==> src/rtl/tetris_fall_scheduler.sv <==
// Fall scheduler for the tetris engine: produces single-cycle next_fall pulses
// from a level-dependent gravity timer, soft-drop and hard-drop requests, and
// tracks the player level from the engine's running cleared-line total.
module tetris_fall_scheduler #(
    parameter int CNT_W           = 26,
    parameter int BASE_PERIOD     = 50_000_000,
    parameter int PERIOD_STEP     = 4_000_000,
    parameter int MIN_PERIOD      = 5_000_000,
    parameter int LINES_PER_LEVEL = 10,
    parameter int MAX_LEVEL       = 15,
    parameter int DROP_PERIOD     = 4
) (
    input  logic        clk,
    input  logic        reset_game,
    input  logic        any_key,
    input  logic        move_down,
    input  logic        drop,
    input  logic        fallen,
    input  logic        game_over,
    input  logic [20:0] lines_cleared,
    output logic        next_fall,
    output logic        dropping,
    output logic [3:0]  level,
    output logic [1:0]  state
);

    localparam int PW = CNT_W + 4;

    typedef enum logic [1:0] {
        S_IDLE = 2'd0,
        S_RUN  = 2'd1,
        S_DROP = 2'd2,
        S_OVER = 2'd3
    } state_t;

    state_t             state_q, state_d;
    logic [CNT_W-1:0]   counter_q, counter_d;
    logic [CNT_W-1:0]   period_q, period_d;
    logic               fall_q, fall_d;
    logic               dropping_q, dropping_d;
    logic [3:0]         level_q, level_d;
    logic [3:0]         lil_q, lil_d;
    logic [20:0]        prev_q, prev_d;

    logic [PW-1:0]      step_total;
    logic [PW-1:0]      period_now;
    logic               timer_expire;
    logic               drop_expire;
    logic [20:0]        delta;
    logic [4:0]         lil_sum;

    // Gravity period for the current level, clamped at the floor without wrapping.
    always_comb begin
        step_total = PW'(level_q) * PW'(PERIOD_STEP);
        if ((step_total + PW'(MIN_PERIOD)) > PW'(BASE_PERIOD)) begin
            period_now = PW'(MIN_PERIOD);
        end else begin
            period_now = PW'(BASE_PERIOD) - step_total;
        end
    end

    // The period is latched whenever the counter sits at zero, so a level-up
    // only takes effect at the next timer restart and never truncates a count.
    assign timer_expire = (counter_q == (period_q - 1'b1));
    assign drop_expire  = (counter_q == CNT_W'(DROP_PERIOD - 1));

    // Next-state, counter and pulse decision; priority game_over > fallen > drop > move_down > timer.
    always_comb begin
        state_d   = state_q;
        counter_d = counter_q;
        fall_d    = 1'b0;
        period_d  = (counter_q == '0) ? CNT_W'(period_now) : period_q;
        unique case (state_q)
            S_IDLE: begin
                counter_d = '0;
                if (any_key) begin
                    if (drop) begin
                        state_d = S_DROP;
                    end else begin
                        state_d = S_RUN;
                        fall_d  = move_down;
                    end
                end
            end
            S_RUN: begin
                if (game_over) begin
                    state_d   = S_OVER;
                    counter_d = '0;
                end else if (fallen) begin
                    counter_d = '0;
                end else if (drop) begin
                    state_d   = S_DROP;
                    counter_d = '0;
                end else if (move_down || timer_expire) begin
                    fall_d    = 1'b1;
                    counter_d = '0;
                end else begin
                    counter_d = counter_q + 1'b1;
                end
            end
            S_DROP: begin
                if (game_over) begin
                    state_d   = S_OVER;
                    counter_d = '0;
                end else if (fallen) begin
                    state_d   = S_RUN;
                    counter_d = '0;
                end else if (drop_expire) begin
                    fall_d    = 1'b1;
                    counter_d = '0;
                end else begin
                    counter_d = counter_q + 1'b1;
                end
            end
            S_OVER: begin
                counter_d = '0;
            end
            default: begin
                state_d   = S_IDLE;
                counter_d = '0;
            end
        endcase
        dropping_d = (state_d == S_DROP);
    end

    // Level tracking from the engine's cleared-line total; implausible jumps only resync.
    always_comb begin
        delta   = lines_cleared - prev_q;
        lil_sum = 5'(lil_q) + 5'(delta[2:0]);
        prev_d  = prev_q;
        lil_d   = lil_q;
        level_d = level_q;
        if (state_q != S_IDLE) begin
            prev_d = lines_cleared;
            if ((delta >= 21'd1) && (delta <= 21'd4)) begin
                if (lil_sum >= 5'(LINES_PER_LEVEL)) begin
                    lil_d = 4'(lil_sum - 5'(LINES_PER_LEVEL));
                    if (level_q < 4'(MAX_LEVEL)) begin
                        level_d = level_q + 1'b1;
                    end
                end else begin
                    lil_d = lil_sum[3:0];
                end
            end
        end
    end

    // Control and timer registers.
    always_ff @(posedge clk or posedge reset_game) begin
        if (reset_game) begin
            state_q    <= S_IDLE;
            counter_q  <= '0;
            period_q   <= CNT_W'(BASE_PERIOD);
            fall_q     <= 1'b0;
            dropping_q <= 1'b0;
        end else begin
            state_q    <= state_d;
            counter_q  <= counter_d;
            period_q   <= period_d;
            fall_q     <= fall_d;
            dropping_q <= dropping_d;
        end
    end

    // Level bookkeeping registers.
    always_ff @(posedge clk or posedge reset_game) begin
        if (reset_game) begin
            level_q <= '0;
            lil_q   <= '0;
            prev_q  <= '0;
        end else begin
            level_q <= level_d;
            lil_q   <= lil_d;
            prev_q  <= prev_d;
        end
    end

    assign next_fall = fall_q;
    assign dropping  = dropping_q;
    assign level     = level_q;
    assign state     = state_q;

endmodule

==> config.mk <==
export PLATFORM = sky130hd
export DESIGN_NAME = tetris_fall_scheduler
export DESIGN_NICKNAME = d
export VERILOG_FILES = /design/src/rtl/tetris_fall_scheduler.sv
export SDC_FILE = /design/constraint.sdc
export NUM_CORES = 1
export LEC_CHECK = 0
export BUFFER_PORTS_ARGS = -buffer_cell sky130_fd_sc_hd__buf_2
export CORE_MARGIN = 2
export CORE_UTILIZATION = 40
export CTS_CLUSTER_DIAMETER = 150
export CTS_CLUSTER_SIZE = 25
export DETAILED_ROUTE_END_ITERATION = 12
export GPL_TIMING_DRIVEN = 0
export PLACE_DENSITY_LB_ADDON = 0.1
export SLEW_MARGIN = 20
export SYNTH_ARGS = -nofsm -noshare
export SYNTH_HDL_FRONTEND = slang
export SYNTH_SLANG_ARGS = --single-unit
==> constraint.sdc <==
create_clock -name clk -period 10.65 [get_ports clk]
set_input_delay 2.13 -clock clk [delete_from_list [all_inputs] [get_ports clk]]
set_output_delay 2.13 -clock clk [all_outputs]
set_load 0.1 [all_outputs]
Word level (Yosys, flattened, before mapping)

Index checks and enable logic that the tools add are counted.

RAM bits: 0
Flip-flop bits (word level): 85
Latch bits: 0
Bits of input ports: 28
Bits in read-only memories: 0
Output and inout bits: 8
Memories: 0

Equality and inequality tests: 6
Reduce and logical (&&, ||, !) cells: 8
Shift operators: 0
Multiplexer cells: 28
Div/mod/pow operators: 0
Multipliers: 1
Magnitude comparators: 5
Add/sub/neg operators: 8
Bitwise gates (word level): 0

Operators with widths:

| operator                                                        | number |
|---|---|
| 2-to-1 mux 26 bit                                               | 8 |
| one-hot mux 26 bit (3 select lines)                             | 1 |
| adder 26 x 23 -> 27 bit, second input constant                  | 1 |
| greater-than comparator 27 x 26 -> 1 bit, second input constant | 1 |
| adder 26 x 1 -> 26 bit, second input constant                   | 1 |
| equality test 26 x 2 -> 1 bit, second input constant            | 1 |
| equality test 26 bit                                            | 1 |
| logical NOT 26 bit                                              | 1 |
| subtractor 26 x 1 -> 26 bit, second input constant              | 1 |
| subtractor 26 bit, first input constant                         | 1 |
| >= comparator 21 x 1 -> 1 bit, second input constant            | 1 |
| less-or-equal comparator 21 x 3 -> 1 bit, second input constant | 1 |
| subtractor 21 bit                                               | 1 |
| multiplier 4 x 14 -> 18 bit, second input constant              | 1 |
| 2-to-1 mux 2 bit                                                | 7 |
| 2-to-1 mux 1 bit                                                | 9 |
| equality test 2 bit, second input constant                      | 3 |
| one-hot mux 2 bit (3 select lines)                              | 1 |
| adder 4 x 3 -> 5 bit                                            | 1 |
| >= comparator 5 x 4 -> 1 bit, second input constant             | 1 |
| adder 4 x 1 -> 4 bit, second input constant                     | 1 |
| < comparator 4 bit, second input constant                       | 1 |
| 2-to-1 mux 4 bit                                                | 1 |
| AND reduction 4 bit                                             | 1 |
| 9 further kinds                                                 | 9 |

Depth between registers and ports, before layout

Gate-level depths: netlist of run 1.

Word-level depth: 8
Mapped depth: 15

Worst setup path before layout of run 1

No wires, ideal clock.

Path type: register to register
Start: register level_q[1], in the netlist level[1]
End: register period_q[6]
Arrival: 4.963 ns
Stages on the path, launching flop included: 16
Library setup time: 0.084 ns
Required time: 10.566 ns
Path buffers: 1
Setup slack: 5.603 ns
Cell sequence: dfrtp_1 > inv_1 > ha_1 > fa_1 > inv_1 > fa_1 > nor2b_1 > o21ai_0 > nand2b_1 > xor2_1 > nand3b_1 > or4_1 > or2_2 > o211ai_1 > clkbuf_1 > a21boi_0

Longest elaborated chain between the ends: 4

RTL lines:

| what                                     | RTL line | text |
|---|---|---|
| start, declared                          | 41       | `logic [3:0] level_q, level_d;` |
| start signal, assigned                   | 172      | `level_q <= level_d;` |
| multiplier 4 x 14 -> 18 bit              | 54       | `step_total = PW'(level_q) * PW'(PERIOD_STEP);` |
| adder 26 x 23 -> 27 bit                  | 55       | `if ((step_total + PW'(MIN_PERIOD)) > PW'(BASE_PERIOD)) begin` |
| greater-than comparator 27 x 26 -> 1 bit | 55       |  |
| 2-to-1 mux 26 bit                        | 55       |  |
| end signal, assigned                     | 153      | `period_q <= CNT_W'(BASE_PERIOD);` |
| end signal, assigned                     | 159      | `period_q <= period_d;` |
| end, declared                            | 38       | `logic [CNT_W-1:0] period_q, period_d;` |

No other way between the ends.
A chain may end at the register's enable or synchronous reset.

Worst setup path in the final report of run 1

Start: input port lines_cleared[0]
End: register level_q[1], in the netlist level[1]

Longest elaborated chain between the ends: 4

RTL lines:

| what                                                              | RTL line | text |
|---|---|---|
| start, declared                                                   | 20       | `input logic [20:0] lines_cleared,` |
| subtractor 21 bit *                                               | 128      | `delta = lines_cleared - prev_q;` |
| adder 4 x 3 -> 5 bit, or another cell as far along                | 129      | `lil_sum = 5'(lil_q) + 5'(delta[2:0]);` |
| >= comparator 5 x 4 -> 1 bit or logical AND 1 bit (tied branches) | 136, 135 |  |
| AND reduction 4 bit (no line) *                                   | n/a      |  |

Every way passes the cells marked *; elsewhere a longest branch is shown, timed or not.

==> impl_results.rst, run 1 <==
.. list-table::
   :header-rows: 1

   * - Metric
     - Value
   * - Proportion of power drawn by flip-flops and latches
     - 40.8%
   * - Post-Syn Area
     - between 6000 and 7000 um^2
   * - X dimension of the die
     - around 130 um
   * - Final estimated routing congestion in global placement
     - 0.903
   * - Wire length of the first global-routing pass
     - 27800 um
   * - Final setup violation count
     - 0
   * - Clock group share of total power
     - 42.6%
   * - Floorplan die height
     - about 130 um
   * - Most used flip-flop cell after synthesis
     - sky130_fd_sc_hd__dfrtp_1
   * - Count of different cell masters after synthesis
     - 74
   * - Commonest cells after routing, fill and taps aside
     - sky130_fd_sc_hd__nor2_1, sky130_fd_sc_hd__dfrtp_1, sky130_fd_sc_hd__inv_1
   * - Antenna cells
     - 0
   * - CTS root buf
     - sky130_fd_sc_hd__clkbuf_16
   * - Number of max-cap violations
     - 0
   * - F_max
     - just under 200 MHz
   * - Post-CTS setup-driven buffer insertion count
     - 0
   * - Drt via density
     - around 5.5
   * - Total congestion overflow
     - 0
   * - Nets in the synthesized netlist
     - approximately 870
   * - Switching portion of total power
     - 28.1%
   * - Slowest cell on the critical path
     - sky130_fd_sc_hd__o31ai_1
   * - GR peak layer
     - met2
   * - Number of hold buffers added after cts
     - 0
   * - Average wire per cell in the routed design
     - 15.5 um
   * - Layout net count
     - just over 900
   * - Std cell rows
     - 47
   * - Worst min path class
     - flop to flop
   * - Iteration count of the initial detailed-routing pass
     - 5
   * - Routed vias
     - approximately 5800
   * - DRT antenna net count
     - 0
   * - Delay-heaviest family, CP
     - adder cells
   * - Number of antenna violations at the first check in global routing
     - 0
   * - Sequential-to-total area share from yosys stat
     - 29.6%
   * - Register bit count reported by yosys
     - between 70 and 80
   * - Largest driver fanout on the critical path
     - 5
   * - Overall global routing resource usage
     - between 10% and 20%
   * - Internal Power
     - 541 uW
   * - CTS Buffer Depth
     - 2
   * - Peak ir drop on the vdd network
     - approximately 75 uV
   * - Final design area excluding fillers
     - about 7500 um^2
   * - Switching power summed over all nets
     - about 210 uW
   * - Post-synthesis instance total
     - about 800
   * - Number of clock buffers inserted by TritonCTS
     - 9
   * - Number of global-route vias before repair
     - ~5600
   * - Final WL
     - around 16000 um
   * - Crit share post-route
     - between 40% and 50%
   * - Instance area at placement
     - 7220 um^2
   * - Crit. End Element
     - flop
   * - H-tree levels
     - 3
   * - Setup repair after global routing missed its margin
     - false
   * - Global routing usage on met3
     - between 2 and 3%
   * - Count of cells resized by post-cts repair
     - 0
   * - Largest net degree at the start of global routing
     - 59
   * - Data arrival at the endpoint of the critical path
     - about 5.4 ns
   * - Transition time of the tightest slew-check pin
     - 0.761 ns
   * - Final hold vios
     - 0
   * - Source-to-sink clock delay at the later pin of the worst-skew pair
     - 0.35 ns
   * - Layout overhead on the synthesized area
     - 11.5%
   * - Number of design-rule violations left by the first detailed-router iteration
     - 332
   * - HPWL after DPL
     - ~13000 um
   * - Fin crit period
     - slightly above 5 ns
   * - Crit path required time
     - 10.88 ns
   * - Fraction of layout instances using a drive strength above 1
     - 12.3%
   * - TritonCTS clock tree
     - yes
   * - Critical path startpoint category
     - input pin
   * - Total die area
     - between 15000 and 20000 um^2
   * - Warnings from Yosys
     - 0
   * - Pwr/cell area
     - ~100 nW/um^2
   * - Fill cell total of the finished layout
     - between 1500 and 2000
   * - Total Neg Setup Slack
     - 0 ns
   * - Largest incremental delay on the critical path
     - 0.65 ns
   * - Crit path top cell by count
     - sky130_fd_sc_hd__ha_1
   * - Floorplan core area
     - 16500 um^2
   * - Most common library cell in the layout ignoring fill and taps
     - sky130_fd_sc_hd__nor2_1
   * - Clock slew seen by the registers of the worst setup and hold paths
     - around 0.06 ns
   * - Clk sinks
     - a little under 80
   * - EDFF count, synth
     - 0
   * - Routing usage on met2
     - 29.3%
   * - Synth async-reset ratio
     - between 90% and 100%
   * - Average instance area after synthesis
     - 8.59 um^2
   * - Fin Clk Skew
     - around 0.0076 ns
   * - Worst slew margin
     - approximately half
   * - Final Max Tran Viols
     - 0
   * - Worst Path Buf+Inv
     - 2
   * - Category of the critical setup timing path
     - input pin to flop
   * - Met1 demand-to-capacity share in global routing
     - ~28%
   * - Initial Util
     - roughly two fifths
   * - DRC
     - 0
   * - Number of I/O port buffers
     - 35
   * - Status
     - finished, final reports clean
   * - Part of the power in combinational logic
     - around 17%
   * - Worst path cell trace
     - buf_2 > inv_1 > ha_1 > fa_1 > xnor2_1 > ha_1 > xor2_1 > ha_1 > a21boi_0 > o31ai_1 > nand3_1 > mux2_2
   * - Boundary Pins
     - 36
   * - Total leakage power
     - around 3.3 nW
==> synth_stat cells (5+ instances only) <==
cell type                   instances  area, um^2
sky130_fd_sc_hd__nand2_1           60         225
sky130_fd_sc_hd__mux2_2            22         248
sky130_fd_sc_hd__nand2b_1           6        37.5
sky130_fd_sc_hd__nand4_1           12        75.1
sky130_fd_sc_hd__clkbuf_1          25        93.8
sky130_fd_sc_hd__o22a_1             6        52.6
sky130_fd_sc_hd__and2_1             6        37.5
sky130_fd_sc_hd__o2111ai_1          6        52.6
sky130_fd_sc_hd__dfrtp_1           67        1680
sky130_fd_sc_hd__and4_1             7        61.3
sky130_fd_sc_hd__dfstp_2           12         315
sky130_fd_sc_hd__or3_1             12        75.1
sky130_fd_sc_hd__mux2i_1           10         100
sky130_fd_sc_hd__a21o_1            10        75.1
sky130_fd_sc_hd__o211ai_1           6        45.0
sky130_fd_sc_hd__nor4_1            14        87.6
sky130_fd_sc_hd__and3_1            14        87.6
sky130_fd_sc_hd__nand3_1           18        90.1
sky130_fd_sc_hd__o21a_1             5        37.5
sky130_fd_sc_hd__a21oi_1           34         170
sky130_fd_sc_hd__nor3_1            18        90.1
sky130_fd_sc_hd__or2_2              5        31.3
sky130_fd_sc_hd__nor2_1            75         282
sky130_fd_sc_hd__a21boi_0           5        37.5
sky130_fd_sc_hd__nor2b_1            9        56.3
sky130_fd_sc_hd__nor3b_1            5        37.5
sky130_fd_sc_hd__xor2_1            41         359
sky130_fd_sc_hd__fa_1               7         140
sky130_fd_sc_hd__inv_1             62         233
sky130_fd_sc_hd__ha_1              48         601
sky130_fd_sc_hd__xnor2_1           43         377
sky130_fd_sc_hd__a31oi_1            9        56.3
sky130_fd_sc_hd__o21ai_0           36         180
==> kinds of logic after synthesis <==
family,after synthesis,synth area share [%]
buf+inv,92,5.44
simple gates,276,20.9
xor+xnor,84,10.9
flops,79,29.6
compound gates,166,17.0
mux,32,5.16
fa+ha+maj,55,11.0
==> power by group through the flow <==
stage	combinational [mW]	sequential, mW	clock [mW]
2_1_floorplan	0.0883	0.312	0
3_3_place_gp	0.119	0.312	0
3_5_place_dp	0.123	0.312	0
4_1_cts	0.124	0.307	0.328
5_1_grt	0.140	0.307	0.339
6_report	0.125	0.307	0.321
==> final cells by class <==
cell class / count / area, um^2 / share of cell area, %
tap: 220 / 275 / 3.66
multi-input combinational: 613 / 4380 / 58.3
timing repair buffer: 36 / 203 / 2.70
clock inverter: 4 / 47.5 / 0.633
clock buffer: 12 / 246 / 3.28
inverter: 62 / 235 / 3.13
buffer: 30 / 134 / 1.78
sequential: 79 / 1990 / 26.5
==> registers in the layout (all words and copies together) (netlist names) <==
name	count
counter_q	26
lil_q	4
period_q	20
prev_q	21
dropping	1
state	2
level	4
next_fall	1
==> metal layers <==
layer / wire length (um) / up-vias
met1: 8390 / 2765
met4: 223 / 0
met2: 7120 / 109
met5: 0 / -
met3: 659 / 16
li1: - / 2888
==> final timing paths <==
check	from	to	slack, ns	depth (start not counted)
max reg2reg	level[1]	period_q[24]	5.71	15
min	period_q[25]	period_q[25]	0.49	2
min reg2reg	period_q[25]	period_q[25]	0.49	2
max in group asynchronous	reset_game	period_q[23]	8.28	3
min in group asynchronous	reset_game	level[3]	1.74	2
max	lines_cleared[0]	level[1]	5.51	12
==> worst min-delay path: cells and delay by family, from the launching register on <==
kind | cells | cell delay, ns
AOI/OAI and AO/OA | 1 | 0.06
DFF | 1 | 0.38
and+or+nand+nor | 1 | 0.04
==> metrics by stage <==
stage                     hold slack [ns]  setup WS, ns  power, mW  cells  util (%)
final                               0.491          5.51      0.752   1056      45.5
after global routing                0.517          5.24      0.786   1056      45.5
after CTS                           0.497          5.52      0.758   1056      45.5
after detailed placement            0.482          5.15      0.435   1040      43.7
after global placement              0.471          5.19      0.431   1039      43.5
after floorplan                     0.454          5.60      0.400    784         -
Note: power is estimated with default switching activity, not from simulation.
==> run 2: changes to the inputs <==
--- a/config.mk
+++ b/config.mk
@@ -5,6 +5,7 @@
 export SDC_FILE = /design/constraint.sdc
 export NUM_CORES = 1
 export LEC_CHECK = 0
+export ABC_AREA = 1
 export BUFFER_PORTS_ARGS = -buffer_cell sky130_fd_sc_hd__buf_2
 export CORE_MARGIN = 2
 export CORE_UTILIZATION = 40
==> constraint.sdc (replaced) <==
create_clock -name clk -period 4.4 [get_ports clk]
set_input_delay 0.88 -clock clk [delete_from_list [all_inputs] [get_ports clk]]
set_output_delay 0.88 -clock clk [all_outputs]
set_load 0.1 [all_outputs]
==> run 2 against run 1 <==
Worst hold slack improved by 0.0033 ns. Register-to-register slack got worse by 5.3 ns. Largest power group is now sequential cells. Critical path type is now flop to flop. Core utilization rose by 0.19 points. Largest cell class unchanged. Via count rose by 9.5%.
==> impl_results.rst, run 2 <==
.. list-table::
   :header-rows: 1

   * - Metric
     - Value
   * - Peak ir drop on the vdd network
     - ~230 uV
   * - Routed vias
     - approximately 6300
   * - Most frequent cells after synthesis
     - sky130_fd_sc_hd__nand2_1, sky130_fd_sc_hd__inv_1, sky130_fd_sc_hd__nor2_1
   * - Number of antenna violations at the first check in global routing
     - 0
   * - Worst-case hold slack
     - ~0.49 ns
   * - Warnings from Yosys
     - 0
   * - H-tree levels
     - 3
   * - Pwr/cell area
     - about 280 nW/um^2
   * - Total leakage power
     - roughly 4.1 nW
   * - Nets in the synthesized netlist
     - around 1100
   * - Largest incremental delay on the critical path
     - about 0.7 ns
   * - Top reg by flops
     - counter_q
   * - Floorplan die height
     - 138 um
   * - Largest driver fanout on the critical path
     - 12
   * - Layout overhead on the synthesized area
     - 11.1%
   * - Final setup violation count
     - 0
   * - Number of design-rule violations left by the first detailed-router iteration
     - ~290
   * - Crit path required time
     - about 4.6 ns
   * - Largest register FFs
     - 26
   * - Post-synthesis instance total
     - between 1000 and 1500
   * - Fin Clk Skew
     - about 0.011 ns
   * - Total Neg Setup Slack
     - 0 ns
   * - Average wire per cell in the routed design
     - 12.9 um
   * - Register bit count reported by yosys
     - between 70 and 80
   * - Setup ws final
     - 0.388 ns
   * - Final design area excluding fillers
     - approximately 8000 um^2
   * - Biggest area contributors in the synthesized netlist
     - sky130_fd_sc_hd__dfrtp_1, sky130_fd_sc_hd__nand2_1, sky130_fd_sc_hd__inv_1, sky130_fd_sc_hd__ha_1, sky130_fd_sc_hd__xor2_1
   * - Source-to-sink clock delay at the later pin of the worst-skew pair
     - approximately 0.35 ns
   * - Largest registers
     - counter_q (26), prev_q (21), period_q (20)
   * - Most common library cell in the layout ignoring fill and taps
     - sky130_fd_sc_hd__nand2_1
   * - Most used flip-flop cell after synthesis
     - sky130_fd_sc_hd__dfrtp_1
   * - Total power draw
     - 2.20 mW
   * - Commonest cells after routing, fill and taps aside
     - sky130_fd_sc_hd__nand2_1, sky130_fd_sc_hd__inv_1, sky130_fd_sc_hd__nor2_1
   * - Crit. End Element
     - flop
   * - Final WL
     - 17000 um
   * - Number of max-cap violations
     - 0
   * - Status
     - finished, final reports clean
   * - Area share of the largest cell type after synthesis
     - 23.4%
   * - Number of hold buffers added after cts
     - 0
   * - Wire length of the first global-routing pass
     - approximately 30000 um
   * - HPWL after DPL
     - approximately 13000 um
   * - Floorplan core area
     - roughly 17000 um^2
   * - Total congestion overflow
     - 0
   * - Initial Util
     - 41.1%
   * - Instance area at placement
     - approximately 7600 um^2
   * - Post-CTS setup-driven buffer insertion count
     - 0
   * - Setup repair after global routing missed its margin
     - false
   * - Final cell count without fillers
     - around 1300
   * - Crit path top cell by count
     - sky130_fd_sc_hd__nand2_1
   * - Crit share post-route
     - 91.2%
   * - Layout Utilization
     - a little under half
   * - Total die area
     - roughly 19000 um^2
   * - Average instance area after synthesis
     - 6.87 um^2
   * - CTS Buffer Depth
     - 2
   * - Number of placed instances, taps included
     - approximately 1300
   * - Largest net degree at the start of global routing
     - 47
   * - DRT antenna net count
     - 0
   * - Fin crit period
     - roughly 4.0 ns
   * - Boundary Pins
     - 36
   * - Number of I/O port buffers
     - 35
   * - Antenna cells
     - 0
   * - Transition time of the tightest slew-check pin
     - 0.568 ns
   * - Category of the critical setup timing path
     - flop to flop
   * - Worst slew margin
     - a little over 60%
   * - Data arrival at the endpoint of the critical path
     - about 4.2 ns
   * - Synth async-reset ratio
     - 100%
   * - Iteration count of the initial detailed-routing pass
     - 4
   * - Clock slew seen by the registers of the worst setup and hold paths
     - around 0.070 ns
   * - Most instantiated library cell after synthesis
     - sky130_fd_sc_hd__nand2_1
   * - Slowest cell on the critical path
     - sky130_fd_sc_hd__dfrtp_1
   * - Critical path startpoint category
     - flop
   * - Post-Place Setup Slack
     - 0.356 ns
   * - F_max
     - 249 MHz
   * - Worst min path class
     - flop to flop
   * - TritonCTS clock tree
     - yes
   * - Std cell rows
     - 48
   * - Final Max Tran Viols
     - 0
   * - Count of cells resized by post-cts repair
     - 0
   * - EDFF count, synth
     - 0
   * - Overall global routing resource usage
     - 19.4%
   * - DRC
     - 0
   * - CTS root buf
     - sky130_fd_sc_hd__clkbuf_16
   * - Number of clock buffers inserted by TritonCTS
     - 9
   * - Drt via density
     - about 4.8
   * - Count of different cell masters after synthesis
     - 45
   * - Biggest area consumer among synthesized cells
     - sky130_fd_sc_hd__dfrtp_1
   * - Final estimated routing congestion in global placement
     - approximately 0.85
   * - Layout net count
     - around 1200
   * - Number of global-route vias before repair
     - between 6000 and 7000
   * - Worst path cell trace
     - inv_2 > ha_1 > fa_1 > inv_1 > fa_1 > nand2_1 > nand2_1 > nor2_1 > nand2_1 > nand2_1 > nor2_1 > nor2_1 > nand3_1 > nand2_1 > nand2_2 > nand2_4 > buf_12 > o21ai_2
   * - Sequential-to-total area share from yosys stat
     - 27.8%
   * - Clk sinks
     - 79
   * - Post-Syn Area
     - a little over 7000 um^2
   * - Fraction of layout instances using a drive strength above 1
     - between 10% and 20%
   * - X dimension of the die
     - between 100 and 150 um
   * - Final hold vios
     - 0
[run 2: changes by cell type after synthesis, moves of 17 or more]
| cell | delta |
|---|---|
| sky130_fd_sc_hd__nand2_1 | +231 |
| sky130_fd_sc_hd__nand3_1 | +56 |
| sky130_fd_sc_hd__mux2_2 | -22 |
| sky130_fd_sc_hd__clkbuf_1 | -17 |
| sky130_fd_sc_hd__xnor2_1 | -21 |
| sky130_fd_sc_hd__inv_1 | +99 |
[run 2: cell families after synthesis]
group / count (synthesis) / synth area share, %
XOR/XNOR: 77 / 9.74
buffers and inverters: 179 / 9.95
adder cells (fa/ha/maj): 55 / 10.3
flip-flops: 79 / 27.8
AND/OR/NAND/NOR: 532 / 32.6
AO/OA/AOI/OAI: 120 / 9.56
[run 2: final cells by class]
cell class                      count  area (um^2)
Buffer                             13         88.8
Inverter                          166          626
Multi-Input combinational cell    784         4450
Sequential cell                    79         1990
Timing Repair Buffer               36          203
Fill cell                        1842         9470
Tap cell                          225          282
Clock inverter                      6         67.6
Clock buffer                       10          239
[run 2: worst max-delay path, delay by kind of cell, from the launching register on]
family | cells | cell delay [ns]
and+or+nand+nor | 11 | 1.36
adders and majority gates | 3 | 1.35
DFF | 1 | 0.70
buffers and inverters | 3 | 0.44
AOI/OAI and AO/OA | 1 | 0.05
[run 2: worst paths after layout]
check / startpoint / endpoint / slack (ns) / depth (start not counted)
worst max-delay path: level[1] / period_q[16] / 0.39 / 18
worst max register to register: level[1] / period_q[16] / 0.39 / 18
min in group asynchronous: reset_game / state[1] / 0.55 / 2
worst min register to register: counter_q[0] / counter_q[0] / 0.49 / 1
worst min-delay path: counter_q[0] / counter_q[0] / 0.49 / 1
max in group asynchronous: reset_game / period_q[20] / 3.19 / 3
[run 2: layer usage]
layer,GRT usage (%),part of all wire (%),up-vias
li1,-,-,3416
met1,27.3,53,2832
met2,31.0,44,74
met3,3.94,2.7,4
met4,3.34,0.39,0
met5,0,0,-
[run 2: power breakdown]
| group | switching [mW] | internal [mW] |
|---|---|---|
| sequential | 0.0297 | 0.773 |
| combinational | 0.396 | 0.204 |
| clock | 0.342 | 0.459 |
| total | 0.768 | 1.44 |
==> run 3: changes to the inputs <==
--- a/config.mk
+++ b/config.mk
@@ -7,13 +7,12 @@
 export LEC_CHECK = 0
 export ABC_AREA = 1
 export BUFFER_PORTS_ARGS = -buffer_cell sky130_fd_sc_hd__buf_2
-export CORE_MARGIN = 2
 export CORE_UTILIZATION = 40
 export CTS_CLUSTER_DIAMETER = 150
 export CTS_CLUSTER_SIZE = 25
 export DETAILED_ROUTE_END_ITERATION = 12
 export GPL_TIMING_DRIVEN = 0
-export PLACE_DENSITY_LB_ADDON = 0.1
+export PLACE_DENSITY = 0.64
 export SLEW_MARGIN = 20
 export SYNTH_ARGS = -nofsm -noshare
 export SYNTH_HDL_FRONTEND = slang
==> run 3 against run 2 <==
Core utilization increased by 0.15 points. Clock skew decreased by 0.0019 ns. Total power decreased by 0.68%. Critical path type unchanged. Critical endpoint is now period_q[10]. Largest cell class unchanged.
==> impl_results.rst, run 3 (synthesis results as in run 2) <==
.. list-table::
   :header-rows: 1

   * - Metric
     - Value
   * - Clock group share of total power
     - 36.0%
   * - Critical path startpoint category
     - flop
   * - Wire length of the first global-routing pass
     - 28500 um
   * - Crit path top cell by count
     - sky130_fd_sc_hd__nand2_1
   * - Boundary Pins
     - 36
   * - TritonCTS clock tree
     - yes
   * - Worst path cell trace
     - inv_2 > ha_1 > fa_1 > inv_1 > fa_1 > nand2_1 > nand2_1 > nor2_1 > nand2_1 > nand2_1 > nor2_1 > nor2_1 > nand3_1 > nand2_1 > nand2_2 > nand2_4 > buf_12 > o21ai_2
   * - Launching point of the worst reg2reg path
     - level[1]
   * - Number of antenna violations at the first check in global routing
     - 0
   * - Number of max-cap violations
     - 0
   * - Number of hold buffers added after cts
     - 0
   * - Total power draw
     - around 2.2 mW
   * - Start point of the critical path
     - level[1]
   * - Transition time of the tightest slew-check pin
     - ~0.57 ns
   * - Largest registers
     - counter_q (26), prev_q (21), period_q (20)
   * - Largest driver fanout on the critical path
     - 12
   * - Final design area excluding fillers
     - 7950 um^2
   * - X dimension of the die
     - 136 um
   * - Number of global-route vias before repair
     - approximately 6200
   * - Instance area at placement
     - approximately 7600 um^2
   * - Drt via density
     - 4.87
   * - Floorplan die height
     - 136 um
   * - Final WL
     - 16100 um
   * - Category of the critical setup timing path
     - flop to flop
   * - Post-CTS setup-driven buffer insertion count
     - 0
   * - DRT antenna net count
     - 0
   * - Average wire per cell in the routed design
     - about 12 um
   * - Most common library cell in the layout ignoring fill and taps
     - sky130_fd_sc_hd__nand2_1
   * - H-tree levels
     - 3
   * - Largest register FFs
     - 26
   * - Largest net degree at the start of global routing
     - 55
   * - Std cell rows
     - 48
   * - Number of clock buffers inserted by TritonCTS
     - 9
   * - Final estimated routing congestion in global placement
     - between 0.9 and 1
   * - DRC
     - 0
   * - Routed vias
     - about 6400
   * - Worst slew margin
     - between 60 and 70%
   * - Switching portion of total power
     - 34.9%
   * - Pwr/cell area
     - between 200 and 300 nW/um^2
   * - Floorplan core area
     - ~17000 um^2
   * - Total Neg Setup Slack
     - 0 ns
   * - Slowest cell on the critical path
     - sky130_fd_sc_hd__dfrtp_1
   * - Crit share post-route
     - 90.0%
   * - F_max
     - ~250 MHz
   * - Final hold vios
     - 0
   * - Number of design-rule violations left by the first detailed-router iteration
     - 269
   * - Fin crit period
     - between 3 and 4 ns
   * - Setup slack of the most critical reg-to-reg path
     - 0.44 ns
   * - Data arrival at the endpoint of the critical path
     - 4.19 ns
   * - Setup repair after global routing missed its margin
     - false
   * - Status
     - finished, final reports clean
   * - Number of placed instances, taps included
     - between 1000 and 1500
   * - HPWL after DPL
     - around 13000 um
   * - Total congestion overflow
     - 0
   * - Crit. End Element
     - flop
   * - Fin Clk Skew
     - 0.00948 ns
   * - Source-to-sink clock delay at the later pin of the worst-skew pair
     - 0.35 ns
   * - Largest incremental delay on the critical path
     - approximately 0.68 ns
   * - Overall global routing resource usage
     - 19.3%
   * - Commonest cells after routing, fill and taps aside
     - sky130_fd_sc_hd__nand2_1, sky130_fd_sc_hd__inv_1, sky130_fd_sc_hd__nor2_1
   * - Peak ir drop on the vdd network
     - around 200 uV
   * - Crit path required time
     - approximately 4.6 ns
   * - Final Max Tran Viols
     - 0
   * - Layout net count
     - 1172
   * - Fraction of layout instances using a drive strength above 1
     - 10.2%
   * - Number of cells on the worst reg-to-reg path
     - 18
   * - Worst min path class
     - flop to flop
   * - Count of cells resized by post-cts repair
     - 0
   * - Total die area
     - 18400 um^2
   * - Top reg by flops
     - counter_q
   * - Total leakage power
     - ~4.1 nW
   * - Final setup violation count
     - 0
   * - End of the worst register-to-register path
     - period_q[10]
   * - Iteration count of the initial detailed-routing pass
     - 5
   * - CTS Buffer Depth
     - 2
   * - Antenna cells
     - 0
   * - Initial Util
     - between 40% and 50%
   * - Clk sinks
     - 79
   * - Clock slew seen by the registers of the worst setup and hold paths
     - around 0.07 ns
   * - Internal Power
     - around 1.4 mW
   * - Number of I/O port buffers
     - 35
   * - Worst setup endpoint
     - period_q[10]
   * - CTS root buf
     - sky130_fd_sc_hd__clkbuf_16
   * - Switching power summed over all nets
     - approximately 760 uW
   * - Worst-case hold slack
     - slightly below 0.5 ns
   * - Part of the power in combinational logic
     - between 20% and 30%
   * - Proportion of power drawn by flip-flops and latches
     - a little under two fifths
   * - Layout overhead on the synthesized area
     - 11.1%
   * - Final cell count without fillers
     - between 1000 and 1500
-- run 3: how the worst min path moves through the flow --
stage	startpoint	end	slack (ns)	depth (start not counted)
2_1_floorplan	counter_q[0]	counter_q[0]	0.45	1
4_1_cts	counter_q[0]	counter_q[0]	0.50	1
5_1_grt	prev_q[0]	prev_q[0]	0.52	2
3_5_place_dp	counter_q[0]	counter_q[0]	0.49	1
6_report	counter_q[0]	counter_q[0]	0.50	1
3_3_place_gp	counter_q[0]	counter_q[0]	0.48	1
-- run 3: cell type report --
class / count / area [um^2]
buffer: 13 / 88.8
clock buffer: 9 / 225
clock inverter: 7 / 80.1
timing repair buffer: 36 / 203
multi-input combinational: 784 / 4450
sequential: 79 / 1990
fill: 1775 / 9410
inverter: 166 / 626
tap: 225 / 282
-- run 3: power groups by stage --
stage	clock, mW	combinational, mW	sequential (mW)
2_1_floorplan	0	0.419	0.861
3_3_place_gp	0	0.588	0.816
3_5_place_dp	0	0.596	0.817
4_1_cts	0.810	0.600	0.804
5_1_grt	0.837	0.685	0.809
6_report	0.788	0.598	0.804
-- run 3: worst max-delay path, delay by kind of cell (launching register included) --
family / cells / cell delay (ns)
buffers and inverters: 3 / 0.43
AOI/OAI and AO/OA: 1 / 0.05
DFF: 1 / 0.68
adders and majority gates: 3 / 1.34
and+or+nand+nor: 11 / 1.34
-- run 3: metal layers --
| layer | vias to the layer above | GRT usage, % | wire [um] |
|---|---|---|---|
| met3 | 11 | 2.92 | 412 |
| met5 | - | 0 | 0 |
| met4 | 0 | 4.87 | 148 |
| met1 | 2940 | 26.1 | 8170 |
| met2 | 63 | 31.8 | 7370 |
| li1 | 3404 | - | - |
-- run 3: per-stage QoR --
step	setup slack (ns)	util [%]
floorplan	0.301	-
global placement	0.420	43.9
detailed placement	0.393	44.0
CTS	0.373	45.8
global route	0.0447	45.8
finish	0.442	45.8
